### config.mk
export PLATFORM = sky130hd
export DESIGN_NAME = datapath_controller
export DESIGN_NICKNAME = d
export VERILOG_FILES = /design/src/rtl/datapath_controller.sv
export SDC_FILE = /design/constraint.sdc
export NUM_CORES = 1
export LEC_CHECK = 0
export CORE_ASPECT_RATIO = 0.8
export CORE_MARGIN = 2
export CORE_UTILIZATION = 38
export DETAILED_ROUTE_END_ITERATION = 16
export GPL_TIMING_DRIVEN = 0
export HOLD_SLACK_MARGIN = 0.1
export PLACE_DENSITY = 0.81
export SLEW_MARGIN = 20
export SYNTH_ARGS = -nofsm -noshare
export SYNTH_HDL_FRONTEND = slang
export SYNTH_SLANG_ARGS = --single-unit
export TNS_END_PERCENT = 100
### constraint.sdc
create_clock -name clk -period 1.9 [get_ports clk]
set_input_delay 0.475 -clock clk [delete_from_list [all_inputs] [get_ports clk]]
set_output_delay 0.475 -clock clk [all_outputs]
set_load 0.02 [all_outputs]
### src/rtl/datapath_controller.sv
// Fetch/decode/execute sequencer for the processor register unit.
// Moore FSM: every datapath strobe is decoded from the current state and,
// in execute/operand states, from the opcode held in IR.
//
// Ports:
//   clk, rst_n       clock (rising edge), asynchronous active-low reset
//   start            one-cycle pulse; leaves IDLE or HALT
//   ir_opcode        opcode currently held in IR
//   z_flag           1 when AC == 0
//   LDIR             IR <= DR
//   PC_INC..RC_INC   register increment strobes
//   read             DR <= RAM[AR]
//   mem_write        RAM[AR] <= DR
//   C_bus_ctrl_sig   C-bus write enables (RD,PC,RA,RB,RC,R1,R2,R3,DR,AR,AC)
//   select           mux source for the ALU operand
//   alu_op           C-bus source: PASS, ADD, SUB, ZERO
//   busy, halted     status
module datapath_controller #(
    parameter int unsigned INSTRUCTION_LEN = 6,
    parameter int unsigned C_BUS_SIG_LEN   = 11,
    parameter int unsigned MUX_SEL_SIG     = 4,
    parameter int unsigned ALU_OP_LEN      = 2
) (
    input  logic                       clk,
    input  logic                       rst_n,
    input  logic                       start,
    input  logic [INSTRUCTION_LEN-1:0] ir_opcode,
    input  logic                       z_flag,
    output logic                       LDIR,
    output logic                       PC_INC,
    output logic                       AC_INC,
    output logic                       RA_INC,
    output logic                       RB_INC,
    output logic                       RC_INC,
    output logic                       read,
    output logic                       mem_write,
    output logic [C_BUS_SIG_LEN-1:0]   C_bus_ctrl_sig,
    output logic [MUX_SEL_SIG-1:0]     select,
    output logic [ALU_OP_LEN-1:0]      alu_op,
    output logic                       busy,
    output logic                       halted
);

    // C-bus write-enable bit positions
    localparam int unsigned BitRd = 10;
    localparam int unsigned BitPc = 9;
    localparam int unsigned BitRa = 8;
    localparam int unsigned BitRb = 7;
    localparam int unsigned BitRc = 6;
    localparam int unsigned BitR1 = 5;
    localparam int unsigned BitR2 = 4;
    localparam int unsigned BitR3 = 3;
    localparam int unsigned BitDr = 2;
    localparam int unsigned BitAr = 1;
    localparam int unsigned BitAc = 0;

    localparam logic [3:0] SelDr = 4'd0;
    localparam logic [3:0] SelAc = 4'd8;
    localparam logic [3:0] SelPc = 4'd9;

    localparam logic [1:0] AluPass = 2'd0;
    localparam logic [1:0] AluAdd  = 2'd1;
    localparam logic [1:0] AluZero = 2'd3;

    typedef enum logic [3:0] {
        StIdle, StInit, StF1, StF2, StF3, StDec, StEx, StOa1,
        StOa2, StOa3, StLd1, StLd2, StSt1, StSt2, StJp, StHalt
    } state_e;

    state_e state_q, state_d;
    logic   taken_q, taken_d;

    logic [1:0] op_class;
    logic [3:0] op_idx;
    assign op_class = ir_opcode[INSTRUCTION_LEN-1 -: 2];
    assign op_idx   = ir_opcode[3:0];

    // Opcode classification used by DEC and the operand states
    logic dec_end, dec_ex, dec_oa, dec_jump, dec_taken;
    always_comb begin
        dec_end   = 1'b0;
        dec_ex    = 1'b0;
        dec_oa    = 1'b0;
        dec_jump  = 1'b0;
        dec_taken = 1'b0;
        case (op_class)
            2'b00: begin
                case (op_idx)
                    4'h1, 4'h2: dec_oa = 1'b1;
                    4'h3: begin
                        dec_oa    = 1'b1;
                        dec_jump  = 1'b1;
                        dec_taken = 1'b1;
                    end
                    4'h4: begin
                        dec_oa    = 1'b1;
                        dec_jump  = 1'b1;
                        dec_taken = z_flag;
                    end
                    4'h5: begin
                        dec_oa    = 1'b1;
                        dec_jump  = 1'b1;
                        dec_taken = ~z_flag;
                    end
                    4'h6, 4'h7, 4'h8, 4'h9, 4'hA: dec_ex = 1'b1;
                    4'hF: dec_end = 1'b1;
                    default: ;
                endcase
            end
            // MVR has no destination for idx 8 (AC itself)
            2'b01:   dec_ex = (op_idx <= 4'd9) && (op_idx != 4'd8);
            default: dec_ex = (op_idx <= 4'd9);
        endcase
    end

    // Next-state logic
    always_comb begin
        state_d = state_q;
        taken_d = taken_q;
        unique case (state_q)
            StIdle:  if (start) state_d = StInit;
            StInit:  state_d = StF1;
            StF1:    state_d = StF2;
            StF2:    state_d = StF3;
            StF3:    state_d = StDec;
            StDec: begin
                taken_d = dec_taken;
                if (dec_end)     state_d = StHalt;
                else if (dec_ex) state_d = StEx;
                else if (dec_oa) state_d = StOa1;
                else             state_d = StF1;
            end
            StEx:    state_d = StF1;
            StOa1:   state_d = StOa2;
            StOa2: begin
                if (dec_jump) state_d = taken_q ? StJp : StF1;
                else          state_d = StOa3;
            end
            StOa3:   state_d = (op_idx == 4'h1) ? StLd1 : StSt1;
            StLd1:   state_d = StLd2;
            StLd2:   state_d = StF1;
            StSt1:   state_d = StSt2;
            StSt2:   state_d = StF1;
            StJp:    state_d = StF1;
            StHalt:  if (start) state_d = StInit;
            default: state_d = StIdle;
        endcase
    end

    always_ff @(posedge clk or negedge rst_n) begin
        if (!rst_n) begin
            state_q <= StIdle;
            taken_q <= 1'b0;
        end else begin
            state_q <= state_d;
            taken_q <= taken_d;
        end
    end

    // Moore output decode
    always_comb begin
        LDIR           = 1'b0;
        PC_INC         = 1'b0;
        AC_INC         = 1'b0;
        RA_INC         = 1'b0;
        RB_INC         = 1'b0;
        RC_INC         = 1'b0;
        read           = 1'b0;
        mem_write      = 1'b0;
        C_bus_ctrl_sig = '0;
        select         = '0;
        alu_op         = '0;
        busy           = (state_q != StIdle) && (state_q != StHalt);
        halted         = (state_q == StHalt);
        unique case (state_q)
            StInit: begin
                alu_op                = ALU_OP_LEN'(AluZero);
                C_bus_ctrl_sig[BitPc] = 1'b1;
                C_bus_ctrl_sig[BitAc] = 1'b1;
            end
            StF1, StOa1: begin
                select                = MUX_SEL_SIG'(SelPc);
                C_bus_ctrl_sig[BitAr] = 1'b1;
            end
            StF2, StOa2: begin
                read   = 1'b1;
                PC_INC = 1'b1;
            end
            StF3: LDIR = 1'b1;
            StEx: begin
                case (op_class)
                    2'b00: begin
                        case (op_idx)
                            4'h6: AC_INC = 1'b1;
                            4'h7: begin
                                alu_op                = ALU_OP_LEN'(AluZero);
                                C_bus_ctrl_sig[BitAc] = 1'b1;
                            end
                            4'h8: RA_INC = 1'b1;
                            4'h9: RB_INC = 1'b1;
                            4'hA: RC_INC = 1'b1;
                            default: ;
                        endcase
                    end
                    2'b01: begin
                        select = MUX_SEL_SIG'(SelAc);
                        case (op_idx)
                            4'd0: C_bus_ctrl_sig[BitDr] = 1'b1;
                            4'd1: C_bus_ctrl_sig[BitR1] = 1'b1;
                            4'd2: C_bus_ctrl_sig[BitR2] = 1'b1;
                            4'd3: C_bus_ctrl_sig[BitR3] = 1'b1;
                            4'd4: C_bus_ctrl_sig[BitRa] = 1'b1;
                            4'd5: C_bus_ctrl_sig[BitRb] = 1'b1;
                            4'd6: C_bus_ctrl_sig[BitRc] = 1'b1;
                            4'd7: C_bus_ctrl_sig[BitRd] = 1'b1;
                            4'd9: C_bus_ctrl_sig[BitPc] = 1'b1;
                            default: ;
                        endcase
                    end
                    2'b10: begin
                        select                = MUX_SEL_SIG'(op_idx);
                        C_bus_ctrl_sig[BitAc] = 1'b1;
                    end
                    default: begin
                        select                = MUX_SEL_SIG'(op_idx);
                        alu_op                = ALU_OP_LEN'(AluAdd);
                        C_bus_ctrl_sig[BitAc] = 1'b1;
                    end
                endcase
            end
            StOa3: begin
                select                = MUX_SEL_SIG'(SelDr);
                C_bus_ctrl_sig[BitAr] = 1'b1;
            end
            StLd1: read = 1'b1;
            StLd2: begin
                select                = MUX_SEL_SIG'(SelDr);
                alu_op                = ALU_OP_LEN'(AluPass);
                C_bus_ctrl_sig[BitAc] = 1'b1;
            end
            StSt1: begin
                select                = MUX_SEL_SIG'(SelAc);
                C_bus_ctrl_sig[BitDr] = 1'b1;
            end
            StSt2: mem_write = 1'b1;
            StJp: begin
                select                = MUX_SEL_SIG'(SelDr);
                C_bus_ctrl_sig[BitPc] = 1'b1;
            end
            default: ;
        endcase
    end

endmodule
Yosys cells after proc, flatten, opt, wreduce, memory -nomap -nowiden
Index checks and enable logic that the tools add are counted.
Operators by class
  $lt $le $gt $ge: 1
  multiplexer cells: 54
  equal/unequal tests: 31
  bitwise logic cells: 1
  reduce and logical (&&, ||, !) cells: 18
Operators with widths (count)
  equality test 4 bit (second input constant): 12
  case mux 4 bit (11 select lines): 1
  2-to-1 mux 1 bit: 33
  equality test 4 x 3 -> 1 bit (second input constant): 8
  equality test 4 x 2 -> 1 bit (second input constant): 4
  2-to-1 mux 4 bit: 4
  OR reduction 5 bit: 3
  case mux 4 bit (3 select lines): 1
  OR reduction 2 bit: 6
  case mux 1 bit (2 select lines): 5
  2-to-1 mux 3 bit: 3
  2-to-1 mux 9 bit: 1
  OR reduction 3 bit: 3
  equality test 4 x 1 -> 1 bit (second input constant): 2
  logical NOT 4 bit: 2
  != test 4 bit (second input constant): 2
  case mux 2 bit (2 select lines): 2
  case mux 4 bit (2 select lines): 1
  2-to-1 mux 6 bit: 1
  less-or-equal comparator 4 bit (second input constant): 1
  nonzero test 4 bit: 1
  case mux 1 bit (3 select lines): 1
  equality test 2 x 1 -> 1 bit (second input constant): 1
  equality test 2 bit (second input constant): 1
  5 further kinds: 6
Word-level totals
  input port bits: 10
  word-level logic and storage cells: 107
  output and inout port bits: 27
  register bits after elaboration: 5

Longest topological paths before layout
  depth in word-level cells: 8
  mapped depth: 6
  gate-level depth less buffers: 4

Worst setup path before layout
Ideal clock, no wire load.
  path type: input to output
  from: input ir_opcode[5]
  to: output C_bus_ctrl_sig[0]
  slack: -350 ps
  buffers on the path: 1
  stages: 5
  data required time: 1425 ps
  data arrival time: 1775 ps
  cells stage by stage: buf_6 > or3_4 > o32a_1 > nor2_2 > a21o_1
Between the ends
  cells in the longest elaborated chain, start to end: 3
  elaborated cells between the ends (all ways): 4
  classes of those cells: eq/ne: 1; mux: 2; reduce/logical: 1
RTL lines
  start: declaration: RTL line 27  | input logic [INSTRUCTION_LEN-1:0] ir_opcode,
  equality test 2 x 1 -> 1 bit / logical NOT 2 bit (equally long branches): RTL line 191  | case (op_class)
  case mux 1 bit (2 select lines) (*): RTL line 191
  case mux 1 bit (2 select lines) (*): RTL line 175  | unique case (state_q)
  end: declaration: RTL line 37  | output logic [C_BUS_SIG_LEN-1:0] C_bus_ctrl_sig,
Every way passes the cells marked *; elsewhere a longest branch is shown, timed or not.

Worst setup path in the final report
  from: register state_q[3]
  to: output C_bus_ctrl_sig[2]
Between the ends
  cells in the longest elaborated chain, start to end: 2
  elaborated cells between the ends (all ways): 3
  classes of those cells: eq/ne: 2; mux: 1
RTL lines
  start: declaration: RTL line 70  | state_e state_q, state_d;
  start signal: assignment: RTL line 152  | state_q <= StIdle;
  start signal: assignment: RTL line 155  | state_q <= state_d;
  equality test 4 bit / equality test 4 x 3 -> 1 bit (equally long branches): RTL line 175
  case mux 1 bit (2 select lines) (*): RTL line 175
Marked as above.

==> summary.md <==
| Metric | Value |
|---|---|
| Drt total wl | `3990 um` |
| Share of cells above drive strength 1 | `0.578` |
| Commonest cells in the netlist | `nor2_1, nand2_1, a21oi_1, clkbuf_1` |
| Design Area, Final | `1770 um2` |
| RSZ-0062 raised after global routing | `true` |
| TritonCTS clock tree | `yes` |
| N_diodes | `0` |
| Endpoints failing setup | `25` |
| Worst flop-to-flop path endpoint | `state_q[1]` |
| Critical-path top delay cell | `dfrtp_1` |
| H-tree depth reported by CTS | `1` |
| Bufs and invs on worst path | `1` |
| Max Cap Violations | `0` |
| Synth Cell Area | `876 um2` |
| Wire per inst | `18.8 um` |
| Mapped Cells | `126` |
| Gr usage total | `0.260` |
| Placed cell area | `1350 um2` |
| Switching power total | `1.03 mW` |
| Synth area leaders | `dfrtp_1, nor2_1, nand2_1` |
| Final Cycle Share | `1.23` |
| Synth cell types | `a little under 50` |
| GRT Residual Overflow | `0` |
| Worst r2r src | `state_q[1]` |
| Clock latency on the worst-skew pair | `between 200 and 250 ps` |
| DR DRC count | `0` |
| Crit path max-delay family | `simple AND/OR/NAND/NOR gates` |
| CP Class | `flip-flop to primary output` |
| Die area | `2710 um2` |
| Num rows | `15` |
| Sw Share | `0.480` |
| Die X | `57.7 um` |
| Failing checks | `setup timing` |
| Worst-path cell chain | `and2b_2 > nand4b_4 > or3_4 > o32ai_4 > buf_6` |
| Starting Density | `0.402` |
| Arr. time, crit path | `1850 ps` |
| Clock-pin slew on the worst setup and hold paths | `40 ps` |
| Final hold violations | `0` |
| Post-synth ARST share | `1.00` |
| Sinks on Clock Net | `5` |
| Via count | `about 1,300` |
| Metal-1 WL | `1640 um` |
| Crit. End Element | `primary output` |
| Seq/Total Area, Yosys | `0.143` |
| Crit start category | `flip-flop` |
| Yosys reg bits | `5` |
| Synth top area share | `0.143` |
| Number of global-route vias before repair | `around 1,100` |
| Ys Warns | `0` |
| Io pins | `37` |
| P&R area growth vs syn | `102%` |
| Slew margin rel. | `0.693` |
| Sequential Power Share | `0.088` |
| CORE AREA | `roughly 2200 um2` |
| Setup_tns | `-4950 ps` |
| Primary FF master, synth | `dfrtp_1` |
| Die H | `46.9 um` |
| Logic pwr share | `0.854` |
| Largest net degree at the start of global routing | `11` |
| Worst path depth | `5` |
| Worst path max stage delay | `390 ps` |
| Max Used Layer | `met4` |
| Final net count | `between 150 and 200` |
| Final worst slack | `-428 ps` |
| Final core utilization | `0.812` |
| IO buf count | `35` |
| Status | `finished, violations left` |
| Met3 routed WL | `327 um` |
| Post-CTS Hold Fix Bufs | `0` |
| DRT antenna net count | `0` |
| Post-synth top area cell | `dfrtp_1` |
| DR iter-0 viols | `38` |
| Final Wtd Congestion | `0.859` |
| Total power | `2.15 mW` |
| Worst VDD drop | `1.23 mV` |
| Routed vias/inst | `6.24` |
| Number of synthesized flops with an enable pin | `0` |
| Root Driver | `clkbuf_4` |
| Reg2Reg Setup Slack | `140 ps` |
| TritonCTS Buffers | `3` |
| Mapped Avg Cell Area | `6.95 um2` |
| Global-route wire length before repair | `5380 um` |
| WP data required | `1420 ps` |
| Slew Viols, Final | `0` |
| Initial antenna violation count | `0` |
| CP Max Fanout | `3` |
| Metal2 WL | `between 1500 and 2000 um` |
| Drt pass-1 iters | `4` |
| Syn_nets | `136` |
| Dpl hpwl | `2190 um` |
| Min Tclk post-route | `between 2000 and 2500 ps` |
| Worst-Margin Slew | `459 ps` |
| Worst hold path class | `primary input to async pin` |
| Clock skew | `1.20 ps` |
| Fmax achieved | `0.429 GHz` |
| Int Pwr | `roughly 1.1 mW` |
| Worst R2R Path Depth | `7` |
| Power share of the clock group | `0.059` |
| Power per cell area | `~1200 nW/um2` |
| Leak Pwr | `just under 0.8 nW` |
| Clock tree buffer depth | `2` |
| Pre-CTS WS | `-1270 ps` |
| Dominant cell by count in the synthesized netlist | `nor2_1` |
[how the worst max path moves through the flow]
stage	start	end	slack [ps]
finish	state_q[3]	C_bus_ctrl_sig[2]	-430
global route	state_q[3]	C_bus_ctrl_sig[2]	-460
CTS	state_q[0]	C_bus_ctrl_sig[2]	-390
detailed placement	ir_opcode[1]	AC_INC	-1270
global placement	ir_opcode[1]	AC_INC	-1250
floorplan	ir_opcode[5]	C_bus_ctrl_sig[0]	-220
[layer usage]
layer	GRT usage	up-vias
met1	0.329	617
met3	0.0551	15
met5	0	-
met2	0.457	87
met4	0.0791	0
li1	-	603
[layout by cell type, fill, tap and decap left out, types with 2 or more instances in the layout]
master and n:
buf_4 34, buf_6 15, nor2_1 10, nand2_1 6, a21oi_1 6, buf_8 5, nor2_4 5, buf_2 5
o211ai_1 5, clkbuf_4 4, nand3b_1 4, nand2b_1 4, dfrtp_1 4, nand2_2 3, o32a_1 3, clkdlybuf4s50_1 3
buf_12 3, nand2b_4 2, and2b_2 2, and2_4 2, or3_4 2, nand3_1 2, a21o_1 2, nor3_4 2
clkbuf_8 2, a21boi_0 2, o22ai_1 2, nand4_1 2, o31a_1 2, nor3_2 2, nor4_4 2, nor3_1 2
a31oi_1 2, dlygate4sd2_1 2
[area by class of cell]
class / count / area (um2)
Multi-Input combinational cell: 105 / 903
Timing Repair Buffer: 58 / 522
Fill cell: 134 / 409
Buffer: 12 / 145
Sequential cell: 5 / 126
Tap cell: 25 / 31.3
Clock buffer: 4 / 26.3
Inverter: 3 / 13.8
[kinds of logic after synthesis]
| logic type | after synthesis | share of synthesized area |
|---|---|---|
| AOI/OAI and AO/OA | 39 | 0.347 |
| xor gates and xnor gates | 1 | 0.0100 |
| buffers and inverters | 16 | 0.0829 |
| DFF | 5 | 0.143 |
| and+or+nand+nor | 65 | 0.417 |
[worst register-to-register path: stages, from the launching register on]
cell	delay [ps]
dfrtp_1	360
buf_6	120
buf_12	130
buf_4	140
nor3b_1	420
o31a_1	260
o32a_1	160
nor2_1	40
[timing repair]
| item | 4_1_cts | 5_1_grt |
|---|---|---|
| resized for setup | 197 | 33 |
| setup buffers | 14 | 10 |
| cloned | 0 | 0 |
| pin swaps | 15 | 8 |
| endpoints found under the setup margin | 30 | 27 |
[per-stage QoR]
step	std cells	hold WS, ps
floorplan	126	179
global placement	186	512
detailed placement	186	515
CTS	203	447
global route	212	457
finish	212	450
[registers in the layout (all words and copies together), names as in the netlist]
signal,flops
taken_q,1
state_q,4
[power by group through the flow]
stage	sequential [mW]	clock, mW	combinational (mW)
after floorplan	0.181	0	0.852
after global placement	0.190	0	1.24
after detailed placement	0.190	0	1.26
after CTS	0.188	0.130	1.48
after global routing	0.192	0.137	1.93
final	0.188	0.126	1.83
No activity file was read; power rests on OpenSTA's default activity.
==> RTL edit 1, RTL diff (config.mk and constraints unchanged) <==
Register the output `RC_INC`, with the module's reset; this adds one clock of latency there. The other outputs are not delayed to match.
--- a/src/rtl/datapath_controller.sv
+++ b/src/rtl/datapath_controller.sv
@@ -69,2 +69,4 @@
 
+    logic RC_INC_d;
+
     state_e state_q, state_d;
@@ -166,3 +168,3 @@
         RB_INC         = 1'b0;
-        RC_INC         = 1'b0;
+        RC_INC_d       = 1'b0;
         read           = 1'b0;
@@ -200,3 +202,3 @@
                             4'h9: RB_INC = 1'b1;
-                            4'hA: RC_INC = 1'b1;
+                            4'hA: RC_INC_d = 1'b1;
                             default: ;
@@ -253,2 +255,10 @@
 
+    always_ff @(posedge clk or negedge rst_n) begin
+        if (!rst_n) begin
+            RC_INC <= '0;
+        end else begin
+            RC_INC <= RC_INC_d;
+        end
+    end
+
 endmodule
Function: changed (a bounded check fails within 10 cycles, from zero or initial values and one cycle with rst_n low).
==> RTL edit 1 against the unedited design <==
The flow still finishes with violations (negative setup slack); synthesized area is 9.0% higher; die area rose by 8.3%; worst setup slack about the same; cell count increased by 21%; count of clock-buffer cells in the layout down 1; design area is 19% higher; non-clock buffer count increased by 25; critical path type unchanged; power is 27% higher; largest cell class unchanged; routed wire length grew 43%; clock skew increased by 0.00085 ns; sequential cell count rose by 1.
==> RTL edit 1: results (changes against the unedited design) <==
INFO  metric cellInternalPower = 1430 uW (+28%)
INFO  metric ys_types = 48 (-2.0%)
INFO  metric report.final.setup_viol = 27 (+8.0%)
INFO  metric met3RoutedLength = 548 um (+68%)
INFO  metric firstDrtPassIters = 10 (+6)
INFO  metric regToRegSetupSlack = -0.15 ns (-0.29 ns)
INFO  metric wl_per_cell = 22.2 um (+18%)
INFO  metric vias = 1,606 (+21%)
INFO  metric synth.avg_cell_area = 6.97 sq um (+0.25%)
INFO  metric post_route_cells_drive_above_1_share = 62.0% (+4.2 points)
INFO  metric critical_path_peak_fanout = 4 (+1)
INFO  metric ir_worst_vdd = 1.12 mV (-8.9%)
INFO  metric post-route-period-util = 123% (about the same)
INFO  metric synth.top_cells.by_count = sky130_fd_sc_hd__nor2_1 (22), sky130_fd_sc_hd__nand2_1 (10), sky130_fd_sc_hd__a21oi_1 (9), sky130_fd_sc_hd__o21ai_0 (9), sky130_fd_sc_hd__nand2b_1 (8)
INFO  metric met2_wirelength = 2.68 mm (+39%)
INFO  metric outcome = complete, but fails checks
INFO  metric regToRegEndpoint = state_q[0]
INFO  metric place.gp.congestion = 0.979 (+14%)
INFO  metric synth.yosys.seq_area_share = 15.7% (+1.4 points)
INFO  metric global_route.usage.total = 33.2% (+7.2 points)
INFO  metric timing_worst_slew_pin_value = 0.512 ns (+0.0532 ns)
INFO  metric violations = negative setup slack
INFO  metric place_hpwl = 2.37 mm (+8.5%)
INFO  metric final_critical_path_setup_slack = -0.428 ns (+0.000290 ns)
INFO  metric critPathMaxStageDelay = 0.43 ns (+0.04 ns)
INFO  metric first_pass_grt_wire_length = 7.33 mm (+36%)
INFO  metric largest_registers = state_q: 4 flops, RC_INC: 1 flops, taken_q: 1 flops
[RTL edit 1: cell count changes after synthesis, sizes merged, moves of 3 or more]
cell and delta:
nor4 -3, clkbuf +3, nor2 +6, o211ai -4
o21ai +7, a21oi +3
[RTL edit 1: how the worst max path moves through the flow]
| stage | cells after the start | to | slack, ns | start |
|---|---|---|---|---|
| 2_1_floorplan | 3 | select[0] | -0.10 | ir_opcode[0] |
| 3_3_place_gp | 5 | C_bus_ctrl_sig[9] | -1.21 | ir_opcode[0] |
| 3_5_place_dp | 5 | C_bus_ctrl_sig[9] | -1.24 | ir_opcode[0] |
| 4_1_cts | 6 | C_bus_ctrl_sig[9] | -0.39 | state_q[3] |
| 5_1_grt | 5 | RA_INC | -0.44 | state_q[3] |
| 6_report | 5 | C_bus_ctrl_sig[9] | -0.43 | state_q[3] |
[RTL edit 1: timing repair]
item | 4_1_cts | 5_1_grt
pin swaps | 13 | 17
setup buffers | 34 | 16
resized for setup | 219 | 26
cloned | 2 | 0
hold buffers | 0 | 0
endpoints found under the setup margin | 29 | 29
[RTL edit 1: final cells by class]
| type | count | area, sq um | share of cell area (%) |
|---|---|---|---|
| multi-input cells | 112 | 941 | 44.9 |
| repair buffers | 83 | 726 | 34.6 |
| plain buffers | 12 | 178 | 8.48 |
| flip-flops and latches | 6 | 150 | 7.16 |
| well taps | 36 | 45.0 | 2.15 |
| inverters | 5 | 33.8 | 1.61 |
| clock buffers | 3 | 22.5 | 1.07 |
[RTL edit 1: routing by layer]
| metal | global-route usage (%) | vias up |
|---|---|---|
| li1 | - | 669 |
| met1 | 40.9 | 758 |
| met2 | 52.7 | 135 |
| met3 | 8.75 | 44 |
| met4 | 16.3 | 0 |
| met5 | 0 | - |
[RTL edit 1: power by group through the flow]
stage          clock network, uW  registers (uW)  logic, uW
6_report                     128             213       2380
5_1_grt                      131             214       2460
4_1_cts                      126             203       2010
3_5_place_dp                   0             205       1260
3_3_place_gp                   0             202       1240
2_1_floorplan                  0             193        846
[RTL edit 1: per-stage QoR]
stage	worst slack [ns]	utilization (%)	TNS, ns	power [uW]
CTS	-0.386	79.6	-4.87	2330
detailed placement	-1.24	58.2	-21.83	1460
finish	-0.428	86.5	-6.54	2720
global route	-0.436	86.5	-7.48	2800
floorplan	-0.102	-	-0.319	1040
global placement	-1.21	58.2	-21.18	1440
[RTL edit 1: cells by family after synthesis]
| kind of cell | synth area share, % |
|---|---|
| compound gates | 26.9 |
| simple gates | 42.3 |
| flops | 15.7 |
| buf+inv | 13.1 |
| xor+xnor | 0.918 |
| mux | 1.05 |
==> RTL edit 2, RTL diff (same flow settings) <==
Without the edit above. Register the inputs `start`, `ir_opcode` and `z_flag` before use, without a reset. The logic sees them one clock later. Comments in the files are not updated.
--- a/src/rtl/datapath_controller.sv
+++ b/src/rtl/datapath_controller.sv
@@ -69,2 +69,12 @@
 
+    logic start_q;
+    logic [INSTRUCTION_LEN-1:0] ir_opcode_q;
+    logic z_flag_q;
+
+    always_ff @(posedge clk) begin
+        start_q     <= start;
+        ir_opcode_q <= ir_opcode;
+        z_flag_q    <= z_flag;
+    end
+
     state_e state_q, state_d;
@@ -74,4 +84,4 @@
     logic [3:0] op_idx;
-    assign op_class = ir_opcode[INSTRUCTION_LEN-1 -: 2];
-    assign op_idx   = ir_opcode[3:0];
+    assign op_class = ir_opcode_q[INSTRUCTION_LEN-1 -: 2];
+    assign op_idx   = ir_opcode_q[3:0];
 
@@ -97,3 +107,3 @@
                         dec_jump  = 1'b1;
-                        dec_taken = z_flag;
+                        dec_taken = z_flag_q;
                     end
@@ -102,3 +112,3 @@
                         dec_jump  = 1'b1;
-                        dec_taken = ~z_flag;
+                        dec_taken = ~z_flag_q;
                     end
@@ -120,3 +130,3 @@
         unique case (state_q)
-            StIdle:  if (start) state_d = StInit;
+            StIdle:  if (start_q) state_d = StInit;
             StInit:  state_d = StF1;
@@ -144,3 +154,3 @@
             StJp:    state_d = StF1;
-            StHalt:  if (start) state_d = StInit;
+            StHalt:  if (start_q) state_d = StInit;
             default: state_d = StIdle;
Function: changed (Yosys sat finds a counterexample within 4 cycles, from zero or initial values and one cycle with rst_n low).
==> RTL edit 2 against the unedited design <==
Sequential cell count up 8; register-to-register slack improved by 0.09 ns; highest routed layer unchanged; synthesized area up 9.3%; non-clock buffer count decreased by 18; routed wire length fell by 26%; the flow still finishes with violations (negative setup slack); design area decreased by 9.8%; worst hold slack got worse by 0.037 ns; worst setup slack improved by 0.088 ns; critical endpoint unchanged; sequential share of layout area increased by 11 points; utilization down 15 points; fmax grew 3.9%; power is 4.8% lower; global-route usage shrank 4.4 points; via count is 7.4% lower.
==> RTL edit 2: results (changes against the unedited design) <==
INFO  metric synth.avg_cell_area = 6.99 sq um (+0.51%)
INFO  metric rr_startpoint = ir_opcode_q[2]
INFO  metric initialDrtViolationCount = 100 (+160%)
INFO  metric portBuffers = 36 (+2.9%)
INFO  metric ys_types = 41 (-16%)
INFO  metric grt_start_max_net_pins = 14 (+3)
INFO  metric setup-tns-final = -4.06 ns (+0.894 ns)
INFO  metric cts.reportedPaths.clkPinSlew = 0.08 ns (+0.04 ns)
INFO  metric power.density_cell_area = 1280 mW/mm^2 (+5.6%)
INFO  metric cellInternalPower = 1060 uW (-4.9%)
INFO  metric r2r.worst_path.cells = 4 (-3)
INFO  metric post_synth_xor_area_fraction = 0.915% (-0.085 points)
INFO  metric timing_worst_slew_pin_value = 0.541 ns (+0.0818 ns)
INFO  metric synth.area.top_cells = sky130_fd_sc_hd__dfxtp_1 (17%), sky130_fd_sc_hd__dfrtp_1 (13%), sky130_fd_sc_hd__nor2_1 (11%)
INFO  metric startpoint = state_q[0]
INFO  metric post_route_cells_drive_above_1_share = 41.3% (-16 points)
INFO  metric power_leakage = 0.000654 uW (-15%)
INFO  metric global_route.usage.total = 21.6% (-4.4 points)
INFO  metric first_pass_grt_wire_length = 4.90 mm (-9.0%)
INFO  metric finalClockSkew = 0.00444 ns (+0.00324 ns)
INFO  metric place.gp.congestion = 0.904 (+5.3%)
INFO  metric regToRegSetupSlack = 0.23 ns (+0.09 ns)
INFO  metric first_global_vias = 1,106 (-0.63%)
INFO  metric wl_per_cell = 13.5 um (-28%)
INFO  metric worstPathArrival = 1.77 ns (-0.08 ns)
INFO  metric largest_registers = ir_opcode_q: 6 flops, state_q: 4 flops
INFO  metric report.final.setup_viol = 21 (-16%)
INFO  metric place_hpwl = 2.07 mm (-5.3%)
INFO  metric synth-compound-area-share = 25.8% (-9.0 points)
INFO  metric post_layout_nonfiller_instances = 220 (+3.8%)
INFO  metric outcome = complete, but fails checks
INFO  metric syn_nets = 147 (+8.1%)
INFO  metric place_inst = 209 (+12%)
INFO  metric violations = negative setup slack
INFO  metric ir_worst_vdd = 0.465 mV (-62%)
INFO  metric final_critical_path_setup_slack = -0.340 ns (+0.0883 ns)
INFO  metric minimum_hold_slack = 0.413 ns (-0.0371 ns)
RTL edit 2: layout make-up:
| type | count | area share [%] |
|---|---|---|
| buffer | 7 | 3.45 |
| clock buffer | 4 | 1.65 |
| inverter | 5 | 1.18 |
| multi-input combinational | 110 | 48.3 |
| sequential | 13 | 18.1 |
| tap | 36 | 2.83 |
| timing repair buffer | 45 | 24.6 |
RTL edit 2: worst max-delay path by stage:
| stage | to | slack, ns |
|---|---|---|
| after floorplan | C_bus_ctrl_sig[2] | -0.02 |
| after global placement | C_bus_ctrl_sig[2] | -0.60 |
| after detailed placement | C_bus_ctrl_sig[2] | -0.60 |
| after CTS | C_bus_ctrl_sig[2] | -0.34 |
| after global routing | C_bus_ctrl_sig[2] | -0.40 |
| final | C_bus_ctrl_sig[2] | -0.34 |
RTL edit 2: what timing repair did:
| action | 4_1_cts | 5_1_grt |
|---|---|---|
| endpoints found under the hold margin | 0 | 0 |
| gates resized for setup | 173 | 18 |
| pin swaps | 4 | 4 |
| endpoints found under the setup margin | 27 | 26 |
| hold buffers | 0 | 0 |
| buffers inserted | 8 | 1 |
RTL edit 2: layer usage:
metal	vias up	wire length, um	global-route usage (%)
met3	8	209	7.43
met1	565	1310	27.8
li1	584	-	-
met4	0	41	5.93
met2	67	1410	34.1
met5	-	0	0
RTL edit 2: per-stage QoR:
stage	setup slack (ns)	utilization, %
floorplan	-0.0233	-
finish	-0.340	65.8
global placement	-0.597	57.3
detailed placement	-0.595	57.3
CTS	-0.341	64.0
global route	-0.403	65.8
RTL edit 2: kinds of logic (layout without fill, tap and decap cells):
| group | after synthesis | count (layout) |
|---|---|---|
| compound gates | 36 | 36 |
| buf+inv | 14 | 61 |
| simple gates | 73 | 73 |
| flops | 13 | 13 |
| xor+xnor | 1 | 1 |
